$ cat src/rtl/ln_unit.sv
// ln_unit: iterative Q2.6 -> Q1.6 natural log via leading-one normalise, mantissa squaring and ln2 scale.
module ln_unit (
  input  logic       clk,
  input  logic       rst,
  input  logic       in_valid,
  output logic       in_ready,
  input  logic [7:0] in_data,
  output logic       out_valid,
  input  logic       out_ready,
  output logic [7:0] out_data
);
  typedef enum logic [2:0] {IDLE, NORM, ITER, SCALE, DONE} state_t;
  state_t state_q, state_d;
  logic [7:0] x_q, x_d, m_q, m_d, od_q, od_d;
  logic signed [3:0] e_q, e_d;
  logic [5:0] frac_q, frac_d;
  logic [2:0] cnt_q, cnt_d, p;
  logic zero_q, zero_d, ov_q, ov_d;
  logic [8:0] sq_hi;
  logic signed [9:0] l;
  logic signed [17:0] s;
  logic [7:0] sat;
  always_comb begin
    p = 3'd0;
    for (int i = 0; i < 8; i++) if (x_q[i]) p = 3'(i);
  end
  // top nine bits of the Q2.14 square cover both renormalisation choices
  assign sq_hi = 9'((16'(m_q) * 16'(m_q)) >> 7);
  assign l = {e_q, frac_q};
  assign s = (18'(l) * 18'sd177) >>> 8;
  assign sat = s > 18'sd127 ? 8'd127 : s < -18'sd128 ? 8'h80 : s[7:0];
  assign in_ready = state_q == IDLE;
  assign out_valid = ov_q;
  assign out_data = od_q;
  always_comb begin
    state_d = state_q;
    x_d = x_q;
    m_d = m_q;
    e_d = e_q;
    frac_d = frac_q;
    cnt_d = cnt_q;
    zero_d = zero_q;
    od_d = od_q;
    ov_d = ov_q;
    case (state_q)
      IDLE: if (in_valid) begin
        x_d = in_data;
        state_d = NORM;
      end
      NORM: begin
        zero_d = x_q == 8'd0;
        e_d = $signed({1'b0, p}) - 4'sd6;
        m_d = x_q << (3'd7 - p);
        frac_d = 6'd0;
        cnt_d = 3'd0;
        state_d = ITER;
      end
      ITER: begin
        frac_d = {frac_q[4:0], sq_hi[8]};
        m_d = sq_hi[8] ? sq_hi[8:1] : sq_hi[7:0];
        cnt_d = cnt_q + 3'd1;
        state_d = cnt_q == 3'd5 ? SCALE : ITER;
      end
      SCALE: begin
        od_d = zero_q ? 8'h80 : sat;
        ov_d = 1'b1;
        state_d = DONE;
      end
      DONE: if (out_ready) begin
        ov_d = 1'b0;
        state_d = IDLE;
      end
      default: state_d = IDLE;
    endcase
  end
  always_ff @(posedge clk or posedge rst) begin
    if (rst) begin
      state_q <= IDLE;
      x_q <= '0;
      m_q <= '0;
      e_q <= '0;
      frac_q <= '0;
      cnt_q <= '0;
      zero_q <= 1'b0;
      od_q <= '0;
      ov_q <= 1'b0;
    end else begin
      state_q <= state_d;
      x_q <= x_d;
      m_q <= m_d;
      e_q <= e_d;
      frac_q <= frac_d;
      cnt_q <= cnt_d;
      zero_q <= zero_d;
      od_q <= od_d;
      ov_q <= ov_d;
    end
  end
endmodule

$ cat config.mk
export PLATFORM = sky130hd
export DESIGN_NAME = ln_unit
export DESIGN_NICKNAME = d
export VERILOG_FILES = /design/src/rtl/ln_unit.sv
export SDC_FILE = /design/constraint.sdc
export NUM_CORES = 1
export LEC_CHECK = 0
export CAP_MARGIN = 40
export CORE_ASPECT_RATIO = 2
export CORE_MARGIN = 5
export CORE_UTILIZATION = 50
export DETAILED_ROUTE_END_ITERATION = 16
export GPL_TIMING_DRIVEN = 0
export MAX_ROUTING_LAYER = met4
export PLACE_DENSITY = 0.71
export SYNTH_ARGS = -nofsm -noshare
export SYNTH_HDL_FRONTEND = slang
export SYNTH_SLANG_ARGS = --single-unit
$ cat constraint.sdc
create_clock -name clk -period 5.34 [get_ports clk]
set_input_delay 1.602 -clock clk [delete_from_list [all_inputs] [get_ports clk]]
set_output_delay 1.602 -clock clk [all_outputs]
set_load 0.05 [all_outputs]
==> results of run 1 <==
==> cell usage after synthesis, drive strengths merged (2+ instances only) <==
| cell type | count | area (sq um) |
|---|---|---|
| a21oi | 22 | 110 |
| a211oi | 5 | 37.5 |
| clkbuf | 12 | 55.1 |
| mux2 | 9 | 105 |
| nand2b | 2 | 12.5 |
| a311oi | 2 | 23.8 |
| nor4 | 2 | 18.8 |
| ha | 69 | 863 |
| inv | 93 | 349 |
| nor3 | 6 | 30.0 |
| nand3 | 3 | 15.0 |
| a22o | 5 | 43.8 |
| a31o | 2 | 17.5 |
| o21ai | 23 | 115 |
| nand4 | 2 | 12.5 |
| a32oi | 5 | 43.8 |
| o21bai | 2 | 15.0 |
| nand3b | 2 | 15.0 |
| or2 | 2 | 12.5 |
| xor2 | 8 | 70.1 |
| and2 | 23 | 150 |
| nand2 | 45 | 169 |
| o31ai | 4 | 48.8 |
| nor2b | 6 | 37.5 |
| or3 | 2 | 12.5 |
| nor2 | 28 | 105 |
| o22ai | 3 | 18.8 |
| a21o | 9 | 70.1 |
| o211ai | 7 | 52.6 |
| dfrtp | 42 | 1050 |
| xnor2 | 17 | 156 |
| fa | 40 | 801 |
| a31oi | 4 | 25.0 |
| mux2i | 7 | 70.1 |
| o21a | 3 | 22.5 |
| o221ai | 2 | 17.5 |
| buf | 2 | 22.5 |
==> flip-flops by register name, indices dropped and copies added, names as in the netlist <==
name	cells
state_q	3
out_valid	1
m_q	8
cnt_q	3
zero_q	1
frac_q	6
out_data	8
e_q	4
x_q	8
==> cells by family after synthesis <==
group	after synthesis	share of synthesized area, %
muxes	17	4.01
buffers and inverters	107	8.65
xor gates and xnor gates	25	4.59
adders and majority gates	109	33.7
AOI/OAI and AO/OA	105	15.2
DFF	42	21.3
other	1	0.0760
and+or+nand+nor	126	12.5
==> metal layers <==
metal	track usage, %	wire (um)	up-vias
li1	-	-	1838
met1	18.3	3720	1898
met2	42.7	6710	58
met3	1.68	145	34
met4	10.8	546	0
met5	-	0	-
==> final cells by class <==
type / instances / area, sq um / area share (%)
clock inverters: 3 / 40.0 / 0.726
repair buffers: 22 / 230 / 4.18
flip-flops and latches: 42 / 1050 / 19.1
inverters: 93 / 349 / 6.33
plain buffers: 13 / 73.8 / 1.34
clock buffers: 5 / 125 / 2.27
multi-input cells: 383 / 3470 / 63.0
well taps: 132 / 165 / 3.00
==> critical path, delay by kind of cell, from the launching register on <==
kind,cells,cell delay (ns)
adder cells (fa/ha/maj),5,2.41
AO/OA/AOI/OAI,4,0.87
flip-flops,1,0.50
AND/OR/NAND/NOR,2,0.45
multiplexers,1,0.32
XOR/XNOR,1,0.26
buffers and inverters,2,0.10
==> how the worst min path moves through the flow <==
stage	startpoint	endpoint	slack, ns
floorplan	zero_q	zero_q	0.44
global placement	out_data[6]	out_data[6]	0.47
detailed placement	out_data[3]	out_data[3]	0.48
CTS	out_data[3]	out_data[3]	0.49
global route	out_data[1]	out_data[1]	0.53
finish	out_data[6]	out_data[6]	0.49
==> cells in the final DEF (no fill, tap or decap), types with 3 or more instances in the layout <==
master,count
sky130_fd_sc_hd__nor2_1,28
sky130_fd_sc_hd__nand3_1,3
sky130_fd_sc_hd__clkbuf_16,5
sky130_fd_sc_hd__ha_1,69
sky130_fd_sc_hd__xnor2_1,16
sky130_fd_sc_hd__mux2i_1,7
sky130_fd_sc_hd__fa_1,40
sky130_fd_sc_hd__nor3_1,6
sky130_fd_sc_hd__o21ai_0,23
sky130_fd_sc_hd__a22o_1,5
sky130_fd_sc_hd__a31oi_1,4
sky130_fd_sc_hd__a211oi_1,5
sky130_fd_sc_hd__dfrtp_1,39
sky130_fd_sc_hd__clkdlybuf4s50_1,21
sky130_fd_sc_hd__a32oi_1,5
sky130_fd_sc_hd__inv_1,92
sky130_fd_sc_hd__a21oi_1,22
sky130_fd_sc_hd__clkbuf_1,10
sky130_fd_sc_hd__dfrtp_2,3
sky130_fd_sc_hd__o22ai_1,3
sky130_fd_sc_hd__mux2_2,8
sky130_fd_sc_hd__o211ai_1,7
sky130_fd_sc_hd__nand2_1,45
sky130_fd_sc_hd__xor2_1,7
sky130_fd_sc_hd__a21o_1,7
sky130_fd_sc_hd__nor2b_1,6
sky130_fd_sc_hd__o21a_1,3
sky130_fd_sc_hd__and2_2,5
sky130_fd_sc_hd__and2_1,17
==> metrics by stage <==
stage	setup WS (ns)	setup TNS, ns	instances	cell area, sq um
floorplan	0.483	0	532	4930
global placement	0.0360	0	685	5310
detailed placement	-0.0324	-0.0324	686	5330
CTS	0.154	0	693	5490
global route	0.0450	0	693	5510
finish	0.303	0	693	5510
==> key figures, run 1 <==
Synthesis
  – Number of register bits inferred by synthesis: between 40 and 50
  – Cell area after synthesis: about 5000 sq um
  – Mean cell area of the mapped netlist: 9.27 sq um
  – Share of synthesized area occupied by flip-flops and latches: about a fifth
  – Post-Synthesis Cells: 532
  – Synth async-reset ratio: 100%
  – Number of flops mapped to enable cells by yosys: 0
  – Main synth FF type: sky130_fd_sc_hd__dfrtp_1
  – Mapped Nets: ~650
  – Synth Warn #: 0
  – Number of library cell types mapped by synthesis: 60

Setup path
  – Critical Path RT: approximately 5.5 ns
  – Reg2reg start: m_q[7]
  – R2r endpoint: m_q[3]
  – Logic depth of the worst register-to-register path: 15
  – Critical path class: reg -> reg
  – Critical path's largest stage delay: approximately 0.54 ns
  – CP Capture Type: register
  – Setup slack, reg-to-reg: 0.30 ns
  – Cell repeated most along the worst path: sky130_fd_sc_hd__fa_1
  – Arr. time, crit path: between 5 and 6 ns
  – Crit Path Max Fanout: 9
  – Chain of cells forming the critical path: and2_1, fa_1, fa_1, inv_1, fa_1, inv_1, fa_1, ha_1, and2_2, a2111oi_4, o31ai_4, xnor2_4, mux2_4, o221ai_1, a21oi_1
  – CP Capture Point: m_q[3]
  – Launching instance or port of the critical path: m_q[7]
  – Critical Path Start Type: register
  – Slowest stage cell, crit path: sky130_fd_sc_hd__fa_1

Detailed routing
  – Iteration-0 DRC count of the detailed router: 140
  – Detailed-routing iteration count for the pre-antenna-repair pass: 4
  – WL/cell: around 16 um
  – Vias: 3828
  – Residual DRC count: 0
  – Final WL: 11100 um
  – DR vias/cell: 5.52
  – Antenna viol nets, final: 0

Floorplanning
  – Chip Width: around 80 um
  – Overall die area: between 10000 and 15000 sq um
  – Starting utilization of the core area: a little over 50%
  – Cell row count: between 50 and 60
  – Area of the core: slightly below 10000 sq um
  – Total I/O pin count: 22
  – Floorplan die height: 150 um

Finish
  – Proportion of layout cells with a drive suffix above 1: between 8 and 9%
  – N_diodes: 0
  – Filler cells: ~900
  – Number of nets in the layout: just under 700
  – Fin util: 56.8%
  – Signed area change from the synthesized netlist to the final layout: 11.7%

Timing
  – Final min period: approximately 5.0 ns
  – Worst Clk Skew: between 0.006 and 0.007 ns
  – Max-slew violations: 0
  – Setup-failing EPs final: 0
  – Achievable Freq: around 200 MHz
  – Transition time at the pin with the least slew margin: 0.840 ns
  – Hold Vio Cnt, Final: 0
  – Ratio of final minimum period to clock period: between 90% and 100%
  – Worst Hold Slack: 0.486 ns
  – Unrepaired setup endpoints after global routing: no
  – Relative slew margins: a little over two fifths

CTS
  – Number of levels in the clock H-tree: 2
  – Cts hold-fix bufs: 0
  – Worst-skew pair later-pin latency: around 0.29 ns
  – Clock tree from TritonCTS: built
  – Number of buffers created by CTS: 5
  – Buffer cell driving the clock tree root: sky130_fd_sc_hd__clkbuf_16
  – Clk pin slew, worst setup/hold paths: ~0.060 ns
  – Post_cts resized: 0
  – TritonCTS sink count: 42
  – Postcts setup bufs: 0
  – Clock buffer depth: 2

Global route
  – Largest net degree at the start of global routing: 36
  – Vias in the first global route: approximately 4.2k
  – Wire length of the first global-routing pass: 19300 um
  – GRT Resource Usage Total: a little over a fifth
  – Remaining global-route overflow: 0
  – Initial antenna violation count: 0

Place
  – HPWL after DPL: ~9300 um
  – Final weighted congestion of routability-driven global placement: between 0.8 and 0.9
  – Port Buffers: 21

Flow run
  – Max-cap violation count: 0

Min path
  – Depth of the worst hold-timing path: 2
  – Worst hold-check path type: reg -> reg

Run status
  – Result of the run: finished, final reports clean
Power of run 1 is not shown: default switching activity piles up to over one toggle a cycle in this logic, so the estimate is an artifact.
==> run 2, diff against run 1 <==
--- a/config.mk
+++ b/config.mk
@@ -9,10 +9,12 @@
 export CORE_ASPECT_RATIO = 2
 export CORE_MARGIN = 5
 export CORE_UTILIZATION = 50
+export CTS_CLUSTER_DIAMETER = 100
 export DETAILED_ROUTE_END_ITERATION = 16
 export GPL_TIMING_DRIVEN = 0
 export MAX_ROUTING_LAYER = met4
 export PLACE_DENSITY = 0.71
+export SLEW_MARGIN = 20
 export SYNTH_ARGS = -nofsm -noshare
 export SYNTH_HDL_FRONTEND = slang
 export SYNTH_SLANG_ARGS = --single-unit
==> run 2 against run 1 <==
Final area about the same. Register-to-register slack worse by 0.05 ns. Die area unchanged. First-iteration DRC count up 20%. Critical path type unchanged. Largest cell class unchanged.
==> key figures, run 2 (synthesized netlist as in run 1, its figures left out) <==
Timing
  – Hold Vio Cnt, Final: 0 (unchanged)
  – Achievable Freq: 197 MHz (-0.92%)
  – Setup-failing EPs final: 0 (unchanged)
  – Unrepaired setup endpoints after global routing: no
  – Max-slew violations: 0 (unchanged)
  – Ratio of final minimum period to clock period: 95.2% (+0.87 points)
  – Final setup slack of the worst path: 0.256 ns (-0.0467 ns)
  – Worst Clk Skew: 0.00646 ns (+0.000317 ns)
  – Total Negative Setup Slacks: 0 ns (unchanged)
  – Relative slew margins: 41.6% (-1.9 points)
  – Transition time at the pin with the least slew margin: 0.868 ns (+0.0276 ns)
  – Final min period: 5.08 ns (+0.0467 ns)

Min path
  – Beginning of the worst hold path: out_data[4]
  – Worst hold-check path type: reg -> reg

Detailed routing
  – Antenna viol nets, final: 0 (unchanged)
  – Iteration-0 DRC count of the detailed router: 168 (+20%)
  – Detailed-routing iteration count for the pre-antenna-repair pass: 4 (unchanged)
  – Final WL: 11100 um (-0.53%)
  – DR vias/cell: 5.50 (-0.47%)
  – Vias: 3810 (-0.47%)
  – Residual DRC count: 0 (unchanged)
  – WL/cell: 16.0 um (-0.53%)

Finish
  – Leading cell types in the layout, fill and taps excluded: 92 x sky130_fd_sc_hd__inv_1, 69 x sky130_fd_sc_hd__ha_1, 45 x sky130_fd_sc_hd__nand2_1
  – Number of nets in the layout: 681 (unchanged)
  – Proportion of layout cells with a drive suffix above 1: 7.66% (-0.36 points)
  – Signed area change from the synthesized netlist to the final layout: 11.7% (about the same)
  – N_diodes: 0 (unchanged)
  – Fin util: 56.8% (about the same)
  – Most common cell after layout, fill and taps aside: sky130_fd_sc_hd__inv_1

Floorplanning
  – Starting utilization of the core area: 50.9% (unchanged)
  – Total I/O pin count: 22 (unchanged)
  – Overall die area: 12100 sq um (unchanged)
  – Cell row count: 51 (unchanged)
  – Floorplan die height: 150 um (unchanged)
  – Chip Width: 80.2 um (unchanged)
  – Area of the core: 9700 sq um (unchanged)

Global route
  – Largest net degree at the start of global routing: 34 (-5.6%)
  – GRT Resource Usage Total: 21.1% (-0.046 points)
  – Initial antenna violation count: 0 (unchanged)
  – Vias in the first global route: 4225 (-0.52%)
  – Remaining global-route overflow: 0 (unchanged)
  – Wire length of the first global-routing pass: 19300 um (about the same)

CTS
  – Cts hold-fix bufs: 0 (unchanged)
  – Worst-skew pair later-pin latency: 0.29 ns (about the same)
  – Clk pin slew, worst setup/hold paths: 0.06 ns (about the same)
  – Clock tree from TritonCTS: built
  – Clock buffer depth: 2 (unchanged)
  – Number of levels in the clock H-tree: 2 (unchanged)
  – Buffer cell driving the clock tree root: sky130_fd_sc_hd__clkbuf_16
  – Number of buffers created by CTS: 5 (unchanged)
  – TritonCTS sink count: 42 (unchanged)

Place
  – Final weighted congestion of routability-driven global placement: 0.805 (unchanged)
  – Worst setup timing slack at the placement stage: -0.0291 ns (+0.00335 ns)
  – Port Buffers: 21 (unchanged)
  – HPWL after DPL: 9310 um (-0.15%)

Setup path
  – Launching instance or port of the critical path: m_q[5]
  – Critical Path Start Type: register
  – CP Capture Type: register
  – Critical path class: reg -> reg
  – Arr. time, crit path: 5.25 ns (+0.05 ns)
  – Critical Path RT: 5.51 ns (about the same)
  – Reg2reg start: m_q[5]
  – Crit Path Max Fanout: 11 (+2)

Run status
  – Result of the run: finished, final reports clean

Flow run
  – Max-cap violation count: 0 (unchanged)
run 2: layout make-up:
class                      count  area (sq um)
buffer                        13          73.8
clock inverter                 3          40.0
multi-input combinational    383          3470
timing repair buffer          22           230
tap                          132           165
inverter                      93           349
sequential                    42          1050
fill                         915          4190
clock buffer                   5           125
run 2: per-stage QoR:
step / hold WS (ns) / cells / instance area [sq um]
6_report: 0.484 / 693 / 5510
4_1_cts: 0.491 / 693 / 5490
3_5_place_dp: 0.475 / 686 / 5330
2_1_floorplan: 0.439 / 532 / 4930
3_3_place_gp: 0.471 / 685 / 5310
5_1_grt: 0.529 / 693 / 5510
run 2: worst paths after layout:
kind	endpoint	slack [ns]	cells after the start
max	m_q[3]	0.26	16
min	out_data[4]	0.48	2
max reg2reg	m_q[3]	0.26	16
min reg2reg	out_data[4]	0.48	2
max in group asynchronous	m_q[2]	3.33	3
min in group asynchronous	out_valid	1.55	2
run 2: critical path, stage by stage (launching register included):
cell	delay, ns
sky130_fd_sc_hd__dfrtp_1	0.60
sky130_fd_sc_hd__nand2_1	0.15
sky130_fd_sc_hd__inv_1	0.10
sky130_fd_sc_hd__fa_1	0.44
sky130_fd_sc_hd__fa_1	0.54
sky130_fd_sc_hd__inv_1	0.05
sky130_fd_sc_hd__fa_1	0.52
sky130_fd_sc_hd__inv_1	0.05
sky130_fd_sc_hd__fa_1	0.47
sky130_fd_sc_hd__ha_1	0.36
sky130_fd_sc_hd__and2_2	0.22
sky130_fd_sc_hd__a2111oi_4	0.45
sky130_fd_sc_hd__o31ai_4	0.16
sky130_fd_sc_hd__xnor2_4	0.27
sky130_fd_sc_hd__mux2_4	0.32
sky130_fd_sc_hd__o221ai_1	0.18
sky130_fd_sc_hd__a21oi_1	0.09
run 2: per-layer routing:
metal	share of wire [%]	vias to the layer above	GRT usage [%]
met4	3.8	0	9.39
met2	61	54	43.0
met1	33	1885	18.5
met3	1.5	29	1.68
met5	0	-	-
li1	-	1842	-
run 2: timing repair:
| action | in CTS | in global routing |
|---|---|---|
| buffers inserted | 0 | 0 |
| resized for setup | 0 | 3 |
| setup endpoints to repair | 1 | 3 |
Power of run 2 is left out for the same reason.
==> run 3, diff against run 2 <==
--- a/config.mk
+++ b/config.mk
@@ -5,6 +5,7 @@
 export SDC_FILE = /design/constraint.sdc
 export NUM_CORES = 1
 export LEC_CHECK = 0
+export ABC_CLOCK_PERIOD_IN_PS = 5340
 export CAP_MARGIN = 40
 export CORE_ASPECT_RATIO = 2
 export CORE_MARGIN = 5
==> results of run 3 <==
Final layout, timing and power as in run 2 (identical DEF).
Power of run 3 is left out for the same reason.
